===== src/rtl/dm_cache_ctrl_if.sv =====
// Processor- and memory-side signal bundle for the direct-mapped cache controller.
// The cache uses the slave view; a processor/memory model uses the master view.
interface dm_cache_ctrl_if #(
    parameter int unsigned ADDR_W = 9,
    parameter int unsigned CNT_W  = 16
);
    logic              p_req;
    logic              p_wren;
    logic [ADDR_W-1:0] p_address;
    logic [7:0]        p_wdata;
    logic [7:0]        p_rdata;
    logic              dv;
    logic              busy;
    logic              flush;
    logic [ADDR_W-3:0] mem_address;
    logic              mem_rden;
    logic              mem_wren;
    logic [3:0]        mem_byteen;
    logic [31:0]       mem_wdata;
    logic [31:0]       mem_rdata;
    logic [CNT_W-1:0]  hit_cnt;
    logic [CNT_W-1:0]  miss_cnt;

    modport master (
        output p_req, p_wren, p_address, p_wdata, flush, mem_rdata,
        input  p_rdata, dv, busy, mem_address, mem_rden, mem_wren, mem_byteen, mem_wdata,
               hit_cnt, miss_cnt
    );

    modport slave (
        input  p_req, p_wren, p_address, p_wdata, flush, mem_rdata,
        output p_rdata, dv, busy, mem_address, mem_rden, mem_wren, mem_byteen, mem_wdata,
               hit_cnt, miss_cnt
    );
endinterface


===== src/rtl/dm_cache_ctrl.sv =====
// Direct-mapped, write-through, no-write-allocate cache of one 32-bit word per line,
// with byte-wide processor access, flush and saturating hit/miss counters.
module dm_cache_ctrl #(
    parameter int unsigned ADDR_W  = 9,
    parameter int unsigned IDX_W   = 3,
    parameter int unsigned MEM_LAT = 1,
    parameter int unsigned CNT_W   = 16
) (
    input logic            clk,
    input logic            rst,
    dm_cache_ctrl_if.slave bus
);
    localparam int unsigned TagW  = ADDR_W - 2 - IDX_W;
    localparam int unsigned Lines = 1 << IDX_W;

    typedef enum logic [2:0] {StIdle, StCompare, StMemRd, StMemWait, StMemWr, StFlush} state_e;

    state_e            state_q, state_d;
    logic [ADDR_W-1:0] addr_q, addr_d;
    logic              wren_q, wren_d;
    logic [7:0]        wdata_q, wdata_d;
    logic [Lines-1:0]  valid_q, valid_d;
    logic [TagW-1:0]   tag_q [Lines];
    logic [TagW-1:0]   tag_d [Lines];
    logic [31:0]       data_q [Lines];
    logic [31:0]       data_d [Lines];
    logic [1:0]        wait_q, wait_d;
    logic              dv_q, dv_d;
    logic [7:0]        rdata_q, rdata_d;
    logic [ADDR_W-3:0] mem_address_q, mem_address_d;
    logic [31:0]       mem_wdata_q, mem_wdata_d;
    logic [CNT_W-1:0]  hit_cnt_q, hit_cnt_d;
    logic [CNT_W-1:0]  miss_cnt_q, miss_cnt_d;

    logic [IDX_W-1:0]  idx;
    logic [TagW-1:0]   tag;
    logic [1:0]        off;
    logic              hit;
    logic [31:0]       word_wr;

    assign idx = addr_q[IDX_W+1:2];
    assign tag = addr_q[ADDR_W-1:IDX_W+2];
    assign off = addr_q[1:0];
    assign hit = valid_q[idx] && (tag_q[idx] == tag);

    always_comb begin
        word_wr = data_q[idx];
        word_wr[{off, 3'b000} +: 8] = wdata_q;
    end

    always_comb begin
        state_d       = state_q;
        addr_d        = addr_q;
        wren_d        = wren_q;
        wdata_d       = wdata_q;
        valid_d       = valid_q;
        tag_d         = tag_q;
        data_d        = data_q;
        wait_d        = wait_q;
        dv_d          = 1'b0;
        rdata_d       = rdata_q;
        mem_address_d = mem_address_q;
        mem_wdata_d   = mem_wdata_q;
        hit_cnt_d     = hit_cnt_q;
        miss_cnt_d    = miss_cnt_q;

        unique case (state_q)
            StIdle: begin
                // Flush takes priority; a simultaneous request is simply not accepted.
                if (bus.flush) begin
                    state_d = StFlush;
                end else if (bus.p_req) begin
                    addr_d  = bus.p_address;
                    wren_d  = bus.p_wren;
                    wdata_d = bus.p_wdata;
                    state_d = StCompare;
                end
            end
            StCompare: begin
                mem_address_d = addr_q[ADDR_W-1:2];
                mem_wdata_d   = {4{wdata_q}};
                if (hit) begin
                    if (hit_cnt_q != '1) hit_cnt_d = hit_cnt_q + CNT_W'(1);
                end else begin
                    if (miss_cnt_q != '1) miss_cnt_d = miss_cnt_q + CNT_W'(1);
                end
                if (wren_q) begin
                    if (hit) data_d[idx] = word_wr;
                    state_d = StMemWr;
                end else if (hit) begin
                    rdata_d = data_q[idx][{off, 3'b000} +: 8];
                    dv_d    = 1'b1;
                    state_d = StIdle;
                end else begin
                    state_d = StMemRd;
                end
            end
            StMemRd: begin
                wait_d  = 2'(MEM_LAT - 1);
                state_d = StMemWait;
            end
            StMemWait: begin
                if (wait_q == 2'd0) begin
                    valid_d[idx] = 1'b1;
                    tag_d[idx]   = tag;
                    data_d[idx]  = bus.mem_rdata;
                    rdata_d      = bus.mem_rdata[{off, 3'b000} +: 8];
                    dv_d         = 1'b1;
                    state_d      = StIdle;
                end else begin
                    wait_d = wait_q - 2'd1;
                end
            end
            StMemWr: begin
                dv_d    = 1'b1;
                state_d = StIdle;
            end
            StFlush: begin
                valid_d = '0;
                state_d = StIdle;
            end
            default: state_d = StIdle;
        endcase
    end

    always_ff @(posedge clk) begin
        if (rst) begin
            state_q       <= StIdle;
            addr_q        <= '0;
            wren_q        <= 1'b0;
            wdata_q       <= '0;
            valid_q       <= '0;
            wait_q        <= '0;
            dv_q          <= 1'b0;
            rdata_q       <= '0;
            mem_address_q <= '0;
            mem_wdata_q   <= '0;
            hit_cnt_q     <= '0;
            miss_cnt_q    <= '0;
        end else begin
            state_q       <= state_d;
            addr_q        <= addr_d;
            wren_q        <= wren_d;
            wdata_q       <= wdata_d;
            valid_q       <= valid_d;
            wait_q        <= wait_d;
            dv_q          <= dv_d;
            rdata_q       <= rdata_d;
            mem_address_q <= mem_address_d;
            mem_wdata_q   <= mem_wdata_d;
            hit_cnt_q     <= hit_cnt_d;
            miss_cnt_q    <= miss_cnt_d;
        end
    end

    // Tag and data arrays are qualified by the valid bits, so they are never reset.
    always_ff @(posedge clk) begin
        tag_q  <= tag_d;
        data_q <= data_d;
    end

    assign bus.busy        = (state_q != StIdle);
    assign bus.dv          = dv_q;
    assign bus.p_rdata     = rdata_q;
    assign bus.mem_rden    = (state_q == StMemRd);
    assign bus.mem_wren    = (state_q == StMemWr);
    assign bus.mem_byteen  = (state_q == StMemWr) ? (4'b0001 << off) : 4'b0000;
    assign bus.mem_address = mem_address_q;
    assign bus.mem_wdata   = mem_wdata_q;
    assign bus.hit_cnt     = hit_cnt_q;
    assign bus.miss_cnt    = miss_cnt_q;
endmodule


===== src/flat_wrapper.sv =====
// flat-port wrapper written by rule: the top's interface ports become plain ports
module dm_cache_ctrl_flat 
#(
    parameter int unsigned ADDR_W  = 9,
    parameter int unsigned IDX_W   = 3,
    parameter int unsigned MEM_LAT = 1,
    parameter int unsigned CNT_W   = 16
)
  (clk, rst, bus_p_req, bus_p_wren, bus_p_address, bus_p_wdata, bus_flush, bus_mem_rdata, bus_p_rdata, bus_dv, bus_busy, bus_mem_address, bus_mem_rden, bus_mem_wren, bus_mem_byteen, bus_mem_wdata, bus_hit_cnt, bus_miss_cnt);
  dm_cache_ctrl_if #(.ADDR_W(ADDR_W), .CNT_W(CNT_W)) bus_i ();
  input logic clk;
  input logic rst;
  input wire logic [$bits(bus_i.p_req)-1:0] bus_p_req;
  input wire logic [$bits(bus_i.p_wren)-1:0] bus_p_wren;
  input wire logic [$bits(bus_i.p_address)-1:0] bus_p_address;
  input wire logic [$bits(bus_i.p_wdata)-1:0] bus_p_wdata;
  input wire logic [$bits(bus_i.flush)-1:0] bus_flush;
  input wire logic [$bits(bus_i.mem_rdata)-1:0] bus_mem_rdata;
  output wire logic [$bits(bus_i.p_rdata)-1:0] bus_p_rdata;
  output wire logic [$bits(bus_i.dv)-1:0] bus_dv;
  output wire logic [$bits(bus_i.busy)-1:0] bus_busy;
  output wire logic [$bits(bus_i.mem_address)-1:0] bus_mem_address;
  output wire logic [$bits(bus_i.mem_rden)-1:0] bus_mem_rden;
  output wire logic [$bits(bus_i.mem_wren)-1:0] bus_mem_wren;
  output wire logic [$bits(bus_i.mem_byteen)-1:0] bus_mem_byteen;
  output wire logic [$bits(bus_i.mem_wdata)-1:0] bus_mem_wdata;
  output wire logic [$bits(bus_i.hit_cnt)-1:0] bus_hit_cnt;
  output wire logic [$bits(bus_i.miss_cnt)-1:0] bus_miss_cnt;
  assign bus_i.p_req = bus_p_req;
  assign bus_i.p_wren = bus_p_wren;
  assign bus_i.p_address = bus_p_address;
  assign bus_i.p_wdata = bus_p_wdata;
  assign bus_i.flush = bus_flush;
  assign bus_i.mem_rdata = bus_mem_rdata;
  assign bus_p_rdata = bus_i.p_rdata;
  assign bus_dv = bus_i.dv;
  assign bus_busy = bus_i.busy;
  assign bus_mem_address = bus_i.mem_address;
  assign bus_mem_rden = bus_i.mem_rden;
  assign bus_mem_wren = bus_i.mem_wren;
  assign bus_mem_byteen = bus_i.mem_byteen;
  assign bus_mem_wdata = bus_i.mem_wdata;
  assign bus_hit_cnt = bus_i.hit_cnt;
  assign bus_miss_cnt = bus_i.miss_cnt;
  dm_cache_ctrl #(.ADDR_W(ADDR_W), .IDX_W(IDX_W), .MEM_LAT(MEM_LAT), .CNT_W(CNT_W)) u_core (.clk(clk), .rst(rst), .bus(bus_i));
endmodule

===== config.mk =====
export PLATFORM = sky130hd
export DESIGN_NAME = dm_cache_ctrl_flat
export DESIGN_NICKNAME = d
export VERILOG_FILES = /design/src/rtl/dm_cache_ctrl_if.sv /design/src/rtl/dm_cache_ctrl.sv /design/src/flat_wrapper.sv
export SDC_FILE = /design/constraint.sdc
export NUM_CORES = 1
export LEC_CHECK = 0
export CAP_MARGIN = 20
export CORE_MARGIN = 8
export CORE_UTILIZATION = 53
export CTS_CLUSTER_SIZE = 24
export DETAILED_ROUTE_END_ITERATION = 7
export PLACE_DENSITY = 0.77
export RECOVER_POWER = 100
export SLEW_MARGIN = 5
export SYNTH_ARGS = -nofsm -noshare
export SYNTH_HDL_FRONTEND = slang
export SYNTH_SLANG_ARGS = --single-unit

===== constraint.sdc =====
create_clock -name clk -period 4.2 [get_ports clk]
set_clock_uncertainty 0.1 [all_clocks]
set_input_delay 1.05 -clock clk [delete_from_list [all_inputs] [get_ports clk]]
set_output_delay 1.05 -clock clk [all_outputs]
set_load 0.02 [all_outputs]

-- Yosys cells after proc, flatten, opt, wreduce, memory -nomap -nowiden
Cells that the tools add are included.
W data, S select, Z words.
- register bits: 399
- bits of input ports: 54
- output and inout bits: 87
- word-level logic and storage cells: 118
- $add $sub $neg: 4
- order comparisons: 4
- equal/unequal tests: 14
- shift operators: 5
- multiplexer cells: 41
- bitwise logic cells: 4
- reductions and logical operators: 18
- operator list (cell ; count):
    $mux W256 ; 3
    $bwmux W256 ; 2
    $pmux W256 S2 ; 1
    $bmux W32 S3 ; 1
    $demux W32 S3 ; 1
    $mux W32 ; 3
    $bwmux W32 ; 2
    $shiftx A32 B6 Y8 ; 2
    $add A16 B1 Y16 const B ; 2
    $mux W8 ; 4
    $ne A16 B16 Y1 const B ; 2
    $pmux W8 S2 ; 2
    $shift A8 B7 Y32 const A ; 1
    $shiftx A8 B7 Y32 ; 1
    $mux W4 ; 4
    $bmux W4 S3 ; 1
    $demux W4 S3 ; 1
    $mux W3 ; 4
    $pmux W3 S4 ; 1
    $reduce_and A3 Y1 ; 3
    $or A8 B8 Y8 ; 1
    $reduce_and A2 Y1 ; 4
    $reduce_and A4 Y1 ; 2
    $neg A5 Y7 ; 1
    26 further kinds ; 41

-- Longest topological paths before layout
- depth in word-level cells: 9
- depth in mapped cells: 13
- mapped depth without buffers: 8

-- Least setup slack after synthesis
No wires, ideal clock.
- path type: register to register
- start: reg u_core.addr_q[2]
- end: reg u_core.data_q[0] (netlist name), enable pin
- library setup time: 0.421 ns
- data arrival time: 3.458 ns
- required time: 3.679 ns
- setup slack: 0.221 ns
- cell stages (with the launch flop): 11
- path buffers: 3
- clock period less this slack: 3.979 ns
- cell sequence: dfxtp_1 -> buf_6 -> buf_12 -> mux2i_1 -> o22ai_1 -> or3_1 -> a22o_1 -> nor3_1 -> buf_2 -> a31oi_1 -> nor2_1
- longest elaborated chain between the ends: 8
- elaborated cells on any way between the ends: 10
- classes of those cells: eq/ne: 2; mux: 5; bitwise: 1; reduce/logical: 2
- RTL lines (item ; line ; source):
    start: declaration ; dm_cache_ctrl.sv:19 ; logic [ADDR_W-1:0] addr_q, addr_d;
    start signal: assignment ; dm_cache_ctrl.sv:142 ; addr_q <= addr_d;
    $not A3 Y4 (implied by the code) ; dm_cache_ctrl.sv:44 ; assign hit = valid_q[idx] && (tag_q[idx] == tag);
    $bmux W4 S3 ; dm_cache_ctrl.sv:44 ;
    $mux W4 (implied by the code) (2 in a row) ; dm_cache_ctrl.sv:44 ;
    $eq A4 B4 Y1 ; dm_cache_ctrl.sv:44 ;
    $logic_and A1 B1 Y1 (*) ; dm_cache_ctrl.sv:44 ;
    $ne A2 B1 Y1 (no line) (*) ; -- ;
    $reduce_and A4 Y1 (no line) (*) ; -- ;
    end signal: assignment ; dm_cache_ctrl.sv:159 ; data_q <= data_d;
    end: declaration ; dm_cache_ctrl.sv:25 ; logic [31:0] data_q [Lines];
Mark *: on every way between the ends. The rest lies on a longest branch, timed or not. The select of a mux whose other input is x is not followed.
A chain may end at the register's enable or synchronous reset.

==> flow_summary.yaml <==
timing:
  final_max_slew_viol_count: 154
  maxSlewHeadroom_pct: -22.78
  fin_crit_sh_pct: 93.58
  fin_crit_ps: 3930
  max_slew.worst_pin.slew_ps: 1839
  hold_viol: 0
  fmax_mhz: 254.4
  finalSetupTns_ps: 0
  timing.hold.ws_ps: 357.5
  setup_violations: 0
  rsz0062_at_grt: "no"
routing:
  initialDrtViolationCount: 1959
  viasPerCell: 6.534
  drc: 0
  wl_per_cell_um: 25.62
  dr_total_vias: 13990
  first_pass_iters: 6
  finalWirelength_um: 54860
  detail-route-antenna-nets: 0
clocking:
  path_clk_slew_ps: 60
  cts_buffers: 39
  clockBufferDepth: 3
  ctsHoldBuffers: 0
  post_cts_buffers: 0
  clk_latency_ps: 550
  clock-root-buffer: "clkbuf_16"
  cts_tree: "yes"
  cts_repair_resize_count: 0
  htreeDepth: 2
  cts.sinks: 375
critical_path:
  required_ps: 4320
  start_kind: "flip-flop"
  crit_path_max_fanout: 32
  crit_arrival_ps: 4050
  worstSetupPathType: "reg -> reg"
  critPathCaptureType: "flip-flop"
status:
  status: "finished, violations left"
  violations: "capacitance limit, slew limit"
yosys:
  ys_seq_area_share_pct: 60.20
  async_reset_ff_share_pct: 0
  synth_area_per_cell_um2: 11.05
  synth_fp_nets: 1624
  synth_warnings: 0
  synthCells: 1562
  synth-seq-cells: 375
  synth_area_um2: 17260
  synth_cell_types: 68
  synth_top_flop_cell: "edfxtp_1"
  synth_edf_count: 288
final_layout:
  final_common_cell: "nor2_1"
  nNetsFinal: 1730
  drive_gt1_share_pct: 9.947
  final_cell_mix: "nor2_1, edfxtp_1, nand2_1, a21oi_1, dlygate4sd3_1"
  fill_cells: 2505
  area_growth_pct: 17.30
  diodes: 0
grt:
  grt_max_degree: 64
  grt_pass1_vias: 13590
  grt_first_pass_wirelength_um: 81290
  grtUsageTotal_pct: 27.36
  overflow: 0
  antenna_found_initial: 0
power_and_ir_drop:
  pwr-share-seq_pct: 49.0
  pwr-share-comb_pct: 11.5
  p_int_mw: 6.143
  power_density_nw_per_um2: 410.4
  pwr-share-clk_pct: 39.5
  leakage_nw: 7.164
  switching_share_pct: 26.07
  ir_drop_uv: 277.0
  switchingPower_mw: 2.166
die:
  dieArea_um2: 38590
  io_pins: 141
  die_x_um: 196.5
  core_area_um2: 32290
  num_rows: 66
  start_util_pct: 53.45
  die_h_um: 196.5
placement:
  dp_hpwl_um: 36230
  gp_congestion: 0.9376
  port_buffers: 140
run:
  drv_cap: 5
hold_path:
  hold_path_class: "reg -> reg"
==> logic make-up after synthesis <==
logic type | after synthesis | share of synthesized area, %
flops | 375 | 60.20
xor+xnor | 1 | 0.05076
mux | 94 | 6.953
buf+inv | 155 | 4.292
compound gates | 351 | 13.43
fa+ha+maj | 8 | 0.5800
simple gates | 578 | 14.49
==> worst max-delay path: stages (launching register included) <==
cell,delay [ps]
dfxtp_1,520
buf_4,540
nor2_1,280
nand2_1,650
clkbuf_1,1320
nor2_1,180
==> power by group through the flow <==
stage          logic (mW)  clock network [mW]  registers (mW)
2_1_floorplan       0.581                   0            4.12
3_3_place_gp        0.920                   0            4.15
3_5_place_dp        0.934                   0            4.15
4_1_cts             0.942                3.29            4.07
5_1_grt              1.00                3.42            4.07
6_report            0.955                3.28            4.07
==> metal layers <==
metal	vias to the layer above	part of all wire (%)	GRT usage [%]
met1	6643	36	34.05
met3	242	14	7.948
li1	5979	-	-
met5	-	0	0
met2	1125	45	43.79
met4	0	5.0	12.66
==> through the flow <==
step,setup slack (ps),util [%],instances,power (mW),cell area [um2]
6_report,269.5,62.69,2141,8.308,20240
3_3_place_gp,680.7,59.44,2068,5.067,19190
5_1_grt,147.1,62.69,2141,8.499,20240
4_1_cts,428.9,63.15,2140,8.298,20390
2_1_floorplan,220.5,-,1562,4.700,17260
3_5_place_dp,578.8,59.44,2068,5.083,19190
==> final cells by class <==
type                            instances  area (um2)  area share, %
Sequential cell                       375       10400          51.36
Multi-Input combinational cell       1032        6202          30.64
Timing Repair Buffer                  201        1821          8.993
Clock buffer                           53        1090          5.384
Tap cell                              442       553.0          2.732
Clock inverter                         19       108.9         0.5377
Inverter                               19       71.32         0.3523
==> path summary, 6_finish.rpt <==
path                                   from                   endpoint  slack, ps  cells after the start
hold / removal    u_core.bus.mem_address[6]  u_core.bus.mem_address[6]        360                      2
hold reg to reg   u_core.bus.mem_address[6]  u_core.bus.mem_address[6]        360                      2
setup reg to reg           u_core.addr_q[3]         u_core.data_q[225]        270                      5
setup / recovery           u_core.addr_q[3]         u_core.data_q[225]        270                      5
==> cell usage after synthesis (21+ instances only) <==
cell type  instances  area (um2)
clkbuf_1          82       307.8
nor3_1            22       110.1
o21ai_0           53       265.3
dfxtp_1           87        1742
a21oi_1           90       450.4
a221oi_1          37       324.1
mux2_2            30       337.8
edfxtp_1         288        8648
nand2_1          133       499.2
o21ai_1           29       145.1
buf_4             24       180.2
nand3_1           21       105.1
nor2_1           311        1167
mux2i_1           46       460.4
==> registers in the layout, summed over array words and instances (netlist names), 2 cells and up <==
signal                  count
u_core.bus.p_rdata          8
u_core.wait_q               2
u_core.bus.miss_cnt        16
u_core.state_q              3
u_core.bus.mem_wdata        8
u_core.bus.mem_address      7
u_core.wdata_q              8
u_core.valid_q              8
u_core.addr_q               9
u_core.data_q             256
u_core.bus.hit_cnt         16
u_core.tag_q               32
Power figures use the tool's default switching activity.
